<file path="src/rtl/hb_int_strobe_sched.sv">
// rtl/hb_int_strobe_sched.sv - strobe scheduler for the two-stage halfband + CIC interpolation chain
module hb_int_strobe_sched #(
   parameter int RATE_WIDTH = 8,
   parameter int MIN_GAP    = 7
) (
   input  logic                  clk,
   input  logic                  rst_n,
   input  logic                  run,
   input  logic [RATE_WIDTH-1:0] rate,
   input  logic                  en_hb1,
   input  logic                  en_hb2,
   input  logic                  sample_rdy,
   output logic                  sample_ack,
   output logic                  stb_hb1_in,
   output logic                  stb_hb1_out,
   output logic                  stb_hb2_in,
   output logic                  stb_hb2_out,
   output logic                  stb_cic,
   output logic                  cfg_err,
   output logic                  underrun,
   output logic                  busy
);

   localparam int PW = RATE_WIDTH + 2;

   typedef enum logic [1:0] {S_IDLE, S_PRIME, S_RUN, S_ERR} state_t;

   state_t                state_q, state_d;
   logic [RATE_WIDTH-1:0] cnt_q, cnt_d, cnt_nxt;
   logic [RATE_WIDTH-1:0] rate_q, rate_d;
   logic                  en1_q, en1_d, en2_q, en2_d;
   logic                  ph1_q, ph1_d, ph2_q, ph2_d;
   logic                  ack_q, ack_d, h1i_q, h1i_d, h2i_q, h2i_d, cic_q, cic_d;
   logic                  cfg_err_q, cfg_err_d, under_q, under_d, busy_q, busy_d;
   logic                  fire;
   logic [PW-1:0]         rate_x, p2, p1;
   logic                  cfg_bad;

   // Validity is judged on the live inputs, at the same moment they are latched.
   assign rate_x  = PW'(rate);
   assign p2      = en_hb2 ? (rate_x << 1) : rate_x;
   assign p1      = en_hb1 ? (p2 << 1) : p2;
   assign cfg_bad = (rate == '0) ||
                    (en_hb2 && (p2 < PW'(MIN_GAP))) ||
                    (en_hb1 && (p1 < PW'(MIN_GAP)));

   assign cnt_nxt = (cnt_q == rate_q - RATE_WIDTH'(1)) ? '0 : cnt_q + RATE_WIDTH'(1);

   always_comb begin
      state_d = state_q;
      cnt_d   = cnt_q;
      rate_d  = rate_q;
      en1_d   = en1_q;
      en2_d   = en2_q;
      ph1_d   = ph1_q;
      ph2_d   = ph2_q;
      under_d = under_q;
      ack_d   = 1'b0;
      h1i_d   = 1'b0;
      h2i_d   = 1'b0;
      cic_d   = 1'b0;
      fire    = 1'b0;

      case (state_q)
         S_IDLE: begin
            if (run) begin
               rate_d = rate;
               en1_d  = en_hb1;
               en2_d  = en_hb2;
               if (cfg_bad) begin
                  state_d = S_ERR;
               end else begin
                  state_d = S_PRIME;
                  under_d = 1'b0;
               end
            end
         end
         S_ERR: begin
            if (!run) state_d = S_IDLE;
         end
         S_PRIME: begin
            if (!run) begin
               state_d = S_IDLE;
            end else if (sample_rdy) begin
               state_d = S_RUN;
               fire    = 1'b1;
               cnt_d   = cnt_nxt;
            end
         end
         S_RUN: begin
            if (!run) begin
               state_d = S_IDLE;
            end else begin
               fire  = (cnt_q == '0);
               cnt_d = cnt_nxt;
            end
         end
         default: state_d = S_IDLE;
      endcase

      // Phase bits gate each stage down to every other strobe of the stage below it.
      if (fire) begin
         cic_d = 1'b1;
         h2i_d = !en2_q || !ph2_q;
         if (en2_q) ph2_d = !ph2_q;
         h1i_d = h2i_d && (!en1_q || !ph1_q);
         if (h2i_d && en1_q) ph1_d = !ph1_q;
         ack_d = h1i_d && sample_rdy;
         if (h1i_d && !sample_rdy && (state_q == S_RUN)) under_d = 1'b1;
      end

      if (state_d == S_IDLE) begin
         cnt_d = '0;
         ph1_d = 1'b0;
         ph2_d = 1'b0;
      end

      cfg_err_d = (state_d == S_ERR);
      busy_d    = (state_d == S_PRIME) || (state_d == S_RUN);
   end

   always_ff @(posedge clk or negedge rst_n) begin
      if (!rst_n) begin
         state_q   <= S_IDLE;
         cnt_q     <= '0;
         rate_q    <= '0;
         en1_q     <= 1'b0;
         en2_q     <= 1'b0;
         ph1_q     <= 1'b0;
         ph2_q     <= 1'b0;
         ack_q     <= 1'b0;
         h1i_q     <= 1'b0;
         h2i_q     <= 1'b0;
         cic_q     <= 1'b0;
         cfg_err_q <= 1'b0;
         under_q   <= 1'b0;
         busy_q    <= 1'b0;
      end else begin
         state_q   <= state_d;
         cnt_q     <= cnt_d;
         rate_q    <= rate_d;
         en1_q     <= en1_d;
         en2_q     <= en2_d;
         ph1_q     <= ph1_d;
         ph2_q     <= ph2_d;
         ack_q     <= ack_d;
         h1i_q     <= h1i_d;
         h2i_q     <= h2i_d;
         cic_q     <= cic_d;
         cfg_err_q <= cfg_err_d;
         under_q   <= under_d;
         busy_q    <= busy_d;
      end
   end

   // Stage 1 output feeds stage 2 input, and stage 2 output feeds the CIC.
   assign sample_ack  = ack_q;
   assign stb_hb1_in  = h1i_q;
   assign stb_hb1_out = h2i_q;
   assign stb_hb2_in  = h2i_q;
   assign stb_hb2_out = cic_q;
   assign stb_cic     = cic_q;
   assign cfg_err     = cfg_err_q;
   assign underrun    = under_q;
   assign busy        = busy_q;

endmodule

</file>
<file path="config.mk">
export PLATFORM = sky130hd
export DESIGN_NAME = hb_int_strobe_sched
export DESIGN_NICKNAME = d
export VERILOG_FILES = /design/src/rtl/hb_int_strobe_sched.sv
export SDC_FILE = /design/constraint.sdc
export NUM_CORES = 1
export LEC_CHECK = 0
export CAP_MARGIN = 10
export CELL_PAD_IN_SITES_DETAIL_PLACEMENT = 0
export CELL_PAD_IN_SITES_GLOBAL_PLACEMENT = 1
export CORE_MARGIN = 1
export CORE_UTILIZATION = 44
export CTS_BUF_LIST = sky130_fd_sc_hd__clkbuf_4 sky130_fd_sc_hd__clkbuf_8
export DETAILED_ROUTE_END_ITERATION = 10
export PLACE_DENSITY = 0.87
export RECOVER_POWER = 50
export SYNTH_ARGS = -nofsm -noshare
export SYNTH_HDL_FRONTEND = slang
export SYNTH_SLANG_ARGS = --single-unit
</file>
<file path="constraint.sdc">
create_clock -name clk -period 3.6 [get_ports clk]
set_clock_uncertainty 0.05 [all_clocks]
set_input_delay 0.72 -clock clk [delete_from_list [all_inputs] [get_ports clk]]
set_output_delay 0.72 -clock clk [all_outputs]
set_load 0.005 [all_outputs]
</file>
# Word-level counts from Yosys, hierarchy flattened
# Cells that the tools add are included.
totals:
  ff_bits: 29
  word_cells: 91
op_classes:
  n_mux: 33
  order_cmp: 2
  n_eq_ne: 10
  reduce_logical: 30
  add_sub_neg: 2
ops:
  columns: ["cell", "n"]
  rows:
  - ["$mux W8", 5]
  - ["$mux W1", 18]
  - ["$logic_not A8 Y1", 2]
  - ["$pmux W8 S2", 1]
  - ["$lt A10 B3 Y1 const B", 1]
  - ["$mux W10", 1]
  - ["$mux W2", 5]
  - ["$lt A9 B3 Y1 const B", 1]
  - ["$mux W9", 1]
  - ["$add A8 B1 Y8 const B", 1]
  - ["$eq A2 B2 Y1 const B", 4]
  - ["$eq A8 B8 Y1", 1]
  - ["$sub A8 B1 Y8 const B", 1]
  - ["$logic_and A1 B1 Y1", 7]
  - ["$ne A3 B3 Y1 const B", 2]
  - ["$pmux W2 S3", 1]
  - ["$reduce_and A2 Y1", 3]
  - ["$reduce_bool A2 Y1", 3]
  - ["$logic_not A1 Y1", 5]
  - ["$logic_or A1 B1 Y1", 5]
  - ["$eq A2 B1 Y1 const B", 2]
  - ["$logic_not A2 Y1", 2]
  - ["$reduce_and A4 Y1", 1]
  - ["$ne A3 B2 Y1 const B", 1]
  - ["other kinds (3)", 3]

# Depth between registers and ports, before layout
# Gate-level depths: netlist (run 1).
depth:
  depth_word: 11
  mapped_depth: 17
  mapped_depth_nobuf: 15

# Worst setup path before layout (run 1)
# OpenSTA, ideal clock, no wires.
synth_timing:
  path_type: "reg2reg"
  startpoint: "register state_q[0]"
  endpoint: "register cnt_q[7]"
  t_required_ps: 3485
  setup_time_ps: 65
  synth_period_minus_slack_ps: 3152
  path_stages_with_launch: 17
  path_slack_ps: 448
  arrival_time_ps: 3036
  cell_sequence: "dfrtp_1 inv_1 ha_1 or3_1 a221oi_1 a21oi_1 nand2_1 o21ai_0 inv_1 ha_1 clkbuf_1 inv_1 a22oi_1 o22ai_1 or4_1 nand2_1 a22o_1"
synth_via:
  elab_chain_len: 6
  word_cells_on_any_way: 18
  cone_classes: "6 x eq/ne; 7 x mux; 5 x reduce/logical"
synth_lines:
  columns: ["element", "line_no", "source"]
  rows:
  - ["start: declaration", "28", "state_t state_q, state_d;"]
  - ["start signal: assignment", "139", "state_q <= state_d;"]
  - ["$eq A2 B2 Y1", "64", "case (state_q)"]
  - ["$reduce_or A2 Y1 (no source line)", null, null]
  - ["$pmux W2 S3 *", "64", null]
  - ["named net state_d[1]", "28", null]
  - ["$logic_not A2 Y1 *", "112", "if (state_d == S_IDLE) begin"]
  - ["$ne A3 B3 Y1 (no source line) (tied with other cells)", null, null]
  - ["$reduce_and A4 Y1 (no source line)", null, null]
  - ["end signal: assignment", "140", "cnt_q <= cnt_d;"]
  - ["end: declaration", "29", "logic [RATE_WIDTH-1:0] cnt_q, cnt_d, cnt_nxt;"]
# The timed path passes the listed nets; every way through them passes the cells marked *.
# A chain may end at the register's enable or synchronous reset.

# Worst setup path in the final report (run 1)
layout_timing:
  startpoint: "input port rate[1]"
  endpoint: "register cnt_q[7]"
layout_via:
  elab_chain_len: 11
  word_cells_on_any_way: 19
  cone_classes: "2 x order compare; 3 x eq/ne; 6 x mux; 8 x reduce/logical"
layout_lines:
  columns: ["element", "line_no", "source"]
  rows:
  - ["start: declaration", "9", "input logic [RATE_WIDTH-1:0] rate,"]
  - ["$mux W9", "41", "assign p2 = en_hb2 ? (rate_x << 1) : rate_x;"]
  - ["$mux W10 or $lt A9 B3 Y1 (tied branches)", "42, 44", null]
  - ["$lt A10 B3 Y1 or $logic_and A1 B1 Y1 (tied branches)", "45, 44", null]
  - ["$logic_and A1 B1 Y1 or $logic_or A1 B1 Y1 (tied branches)", "45, 43", null]
  - ["$logic_or A1 B1 Y1 *", "44", "(en_hb2 && (p2 < PW'(MIN_GAP))) ||"]
  - ["$mux W2 *", "70", "if (cfg_bad) begin"]
  - ["$mux W2 *", "66", "if (run) begin"]
  - ["$pmux W2 S3 *", "64", null]
  - ["named net state_d[1]", "28", null]
  - ["$logic_not A2 Y1 *", "112", null]
  - ["$ne A3 B3 Y1 (no source line) (tied with other cells)", null, null]
  - ["$reduce_and A4 Y1 (no source line)", null, null]
# Marks and branches as above.

==> impl_metrics.ini, run 1 <==
[outcome]
status = finished, violations left
violations = max-capacitance violations, max-slew violations

[setup_path]
crit_path_max_fanout = 10
worstPathRequired_ps = 3760
end_kind = flop
critPathLaunchType = input port
arrival_ps = 3490
crit_type = in -> reg

[drt]
wl_per_cell_um = 14.4
ant_nets = 0
via_per_inst = 5.57
wl_um = 3740
vias = 1449
dr.pass1.iters = 4
drtIter0Drc = 32
route.detailed.drc = 0

[logic_synthesis]
synth_top_family_by_area = simple AND/OR/NAND/NOR gates
synth.area.top_cells = dfrtp_1 40%, ha_1 7.6%, mux2_2 6.8%
synth_common_cells = 29 x dfrtp_1, 18 x nand2_1, 12 x inv_1
synth_seq_cells = 29
synth_cell_types = 49
seq_area_frac_synth = 0.400
yosys.area_share.simple = 0.192
syn-mean-instance-area_um2 = 9.81
synth-compound-area-share = 0.166
yosysWarnings = 0
post_synth_fa_ha_maj_area_fraction = 0.0759
syn-num-nets = 210
synth_xor_xnor_area_share = 0.0462
ys.flop_type = dfrtp_1
post-synth-top-count-cell = dfrtp_1
synth_edf_count = 0
yosysTopAreaCellShare = 0.400
synth.largest_area_cell = dfrtp_1
synthMuxAreaShare = 0.0683
synthCells = 185
synthArstFlopShare = 1.00
synth.cell_area_um2 = 1810

[timing]
hold_ws_ps = 456
rsz0062_at_grt = false
min_period_ps = 3330
fin_setup_tns_ps = 0
tightestPinTransition_ps = 1540
setup-violations-final = 0
fin_crit_sh = 0.924
hold_viol_final = 0
slew_headroom = -0.0251
drv_slew = 30
setup_ws_ps = 272
fmax_mhz = 300

[clock_network]
htreeDepth = 2
holdBufCountCts = 0
path_clk_slew_ps = 70
cts_buffer_depth = 2
cts_setup_buffers = 0
cts_tree = built
cts_root_buffer = clkbuf_8
clk_latency_ps = 280
numCtsBuffers = 5
cts.repair.resized = 0
cts_num_sinks = 29

[power_and_ir_drop]
power.internal_mw = 1.11
clkPwrFrac = 0.138
seqPwrFrac = 0.339
vdd.ir_drop.worst_mv = 0.416
switching_share = 0.415
power_density_nw_per_um2 = 870
leakage_nw = 0.962
net-switching-power_uw = 787
pwr-share-comb = 0.523

[place]
placed_cell_area_um2 = 2100
gp_congestion = 0.820
io_buffers = 22
dp_hpwl_um = 2830
place_worst_setup_slack_ps = 16.9

[global_route]
grt_max_degree = 30
antenna_found_initial = 0
grt_usage = 0.196
grt_pass1_wl_um = 6460
grt_pass1_vias = 1427
globalRouteOverflowTotal = 0

[finish]
postLayoutCellArea_um2 = 2180
reg_top3 = cnt_q (8), rate_q (8), state_q (2)
num-nets-final = 236
nFillCells = 333
multi_input_area_um2 = 995
final_layout_size_suffix_gt1_frac = 0.151
area_growth_pct = 20.2
antenna_cells = 0
regArea_um2 = 726

[job]
max_cap_viol_count = 1

[floorplanning]
io_pins = 23
die-area_um2 = 4380
design.core.area_um2 = 3800
start_util = 0.478
rows = 22
die-width_um = 66.2
fp.dieH_um = 66.2

[worst_hold_path]
hp-class = reg -> reg
critical path: stages:
cell and delay (ps):
clkdlybuf4s50_1 480, nor2_1 50, o311ai_0 340, buf_4 190, a21oi_1 60, nand2_1 70, o21ai_0 100, inv_1 90
ha_1 160, inv_1 60, a22oi_1 190, o22ai_1 100, buf_4 170, or4_1 500, nand2_1 90, a22o_1 120
cells by family after synthesis:
kind of cell             after synthesis
AND/OR/NAND/NOR                       66
flip-flops                            29
adder cells (fa/ha/maj)               11
XOR/XNOR                               8
buffers and inverters                 22
multiplexers                          11
AO/OA/AOI/OAI                         38
cell usage in the layout (no fill, tap or decap), types with 6 or more instances in the layout:
cell / count
dfrtp_1: 29
clkdlybuf4s50_1: 18
nor2_1: 10
o21ai_0: 7
inv_1: 12
nand2_1: 18
mux2_2: 11
buf_4: 6
ha_1: 11
area by class of cell:
| cell class | count | share of cell area |
|---|---|---|
| inverters | 12 | 0.0207 |
| repair buffers | 29 | 0.123 |
| multi-input cells | 134 | 0.456 |
| clock inverters | 3 | 0.00803 |
| flip-flops and latches | 29 | 0.333 |
| clock buffers | 5 | 0.0316 |
| well taps | 48 | 0.0275 |
through the flow:
| step | total power [mW] | util | cells |
|---|---|---|---|
| 4_1_cts | 1.92 | 0.575 | 260 |
| 5_1_grt | 2.06 | 0.574 | 260 |
| 3_5_place_dp | 1.65 | 0.552 | 252 |
| 2_1_floorplan | 1.33 | - | 185 |
| 6_report | 1.90 | 0.574 | 260 |
| 3_3_place_gp | 1.60 | 0.552 | 252 |
power groups by stage:
stage	clock network, mW	logic, mW	registers, mW
final	0.262	0.993	0.643
after global routing	0.278	1.11	0.667
after CTS	0.266	1.01	0.642
after detailed placement	0	0.998	0.648
after global placement	0	0.957	0.640
after floorplan	0	0.767	0.567
path summary, 6_finish.rpt:
kind | endpoint | slack [ps] | start | cells after the start
worst max-delay path | cnt_q[7] | 270 | rate[1] | 16
worst min-delay path | underrun | 460 | underrun | 1
worst max register to register | cnt_q[7] | 340 | state_q[0] | 16
worst min register to register | underrun | 460 | underrun | 1
max in group asynchronous | cnt_q[6] | 1290 | rst_n | 2
min in group asynchronous | busy | 1310 | rst_n | 2
per-layer routing:
| layer | GRT usage | share of wire | up-vias |
|---|---|---|---|
| li1 | - | - | 707 |
| met1 | 0.245 | 0.46 | 705 |
| met2 | 0.335 | 0.49 | 32 |
| met3 | 0.0466 | 0.048 | 5 |
| met4 | 0.0559 | 0.0096 | 0 |
| met5 | 0 | 0 | - |
(Power assumes the default switching activity.)
==> run 2: changes to the inputs <==
GPL_ROUTABILITY_DRIVEN = 0   (was unset)
==> results of run 2 <==
The final DEF is identical to that of run 1; final timing and power are the same.
==> run 3: changes to the inputs <==
CAP_MARGIN = 20   (was 10)
CTS_CLUSTER_DIAMETER = 60   (was unset)
==> results of run 3 <==
The final DEF is identical to that of run 1; final timing and power are the same.
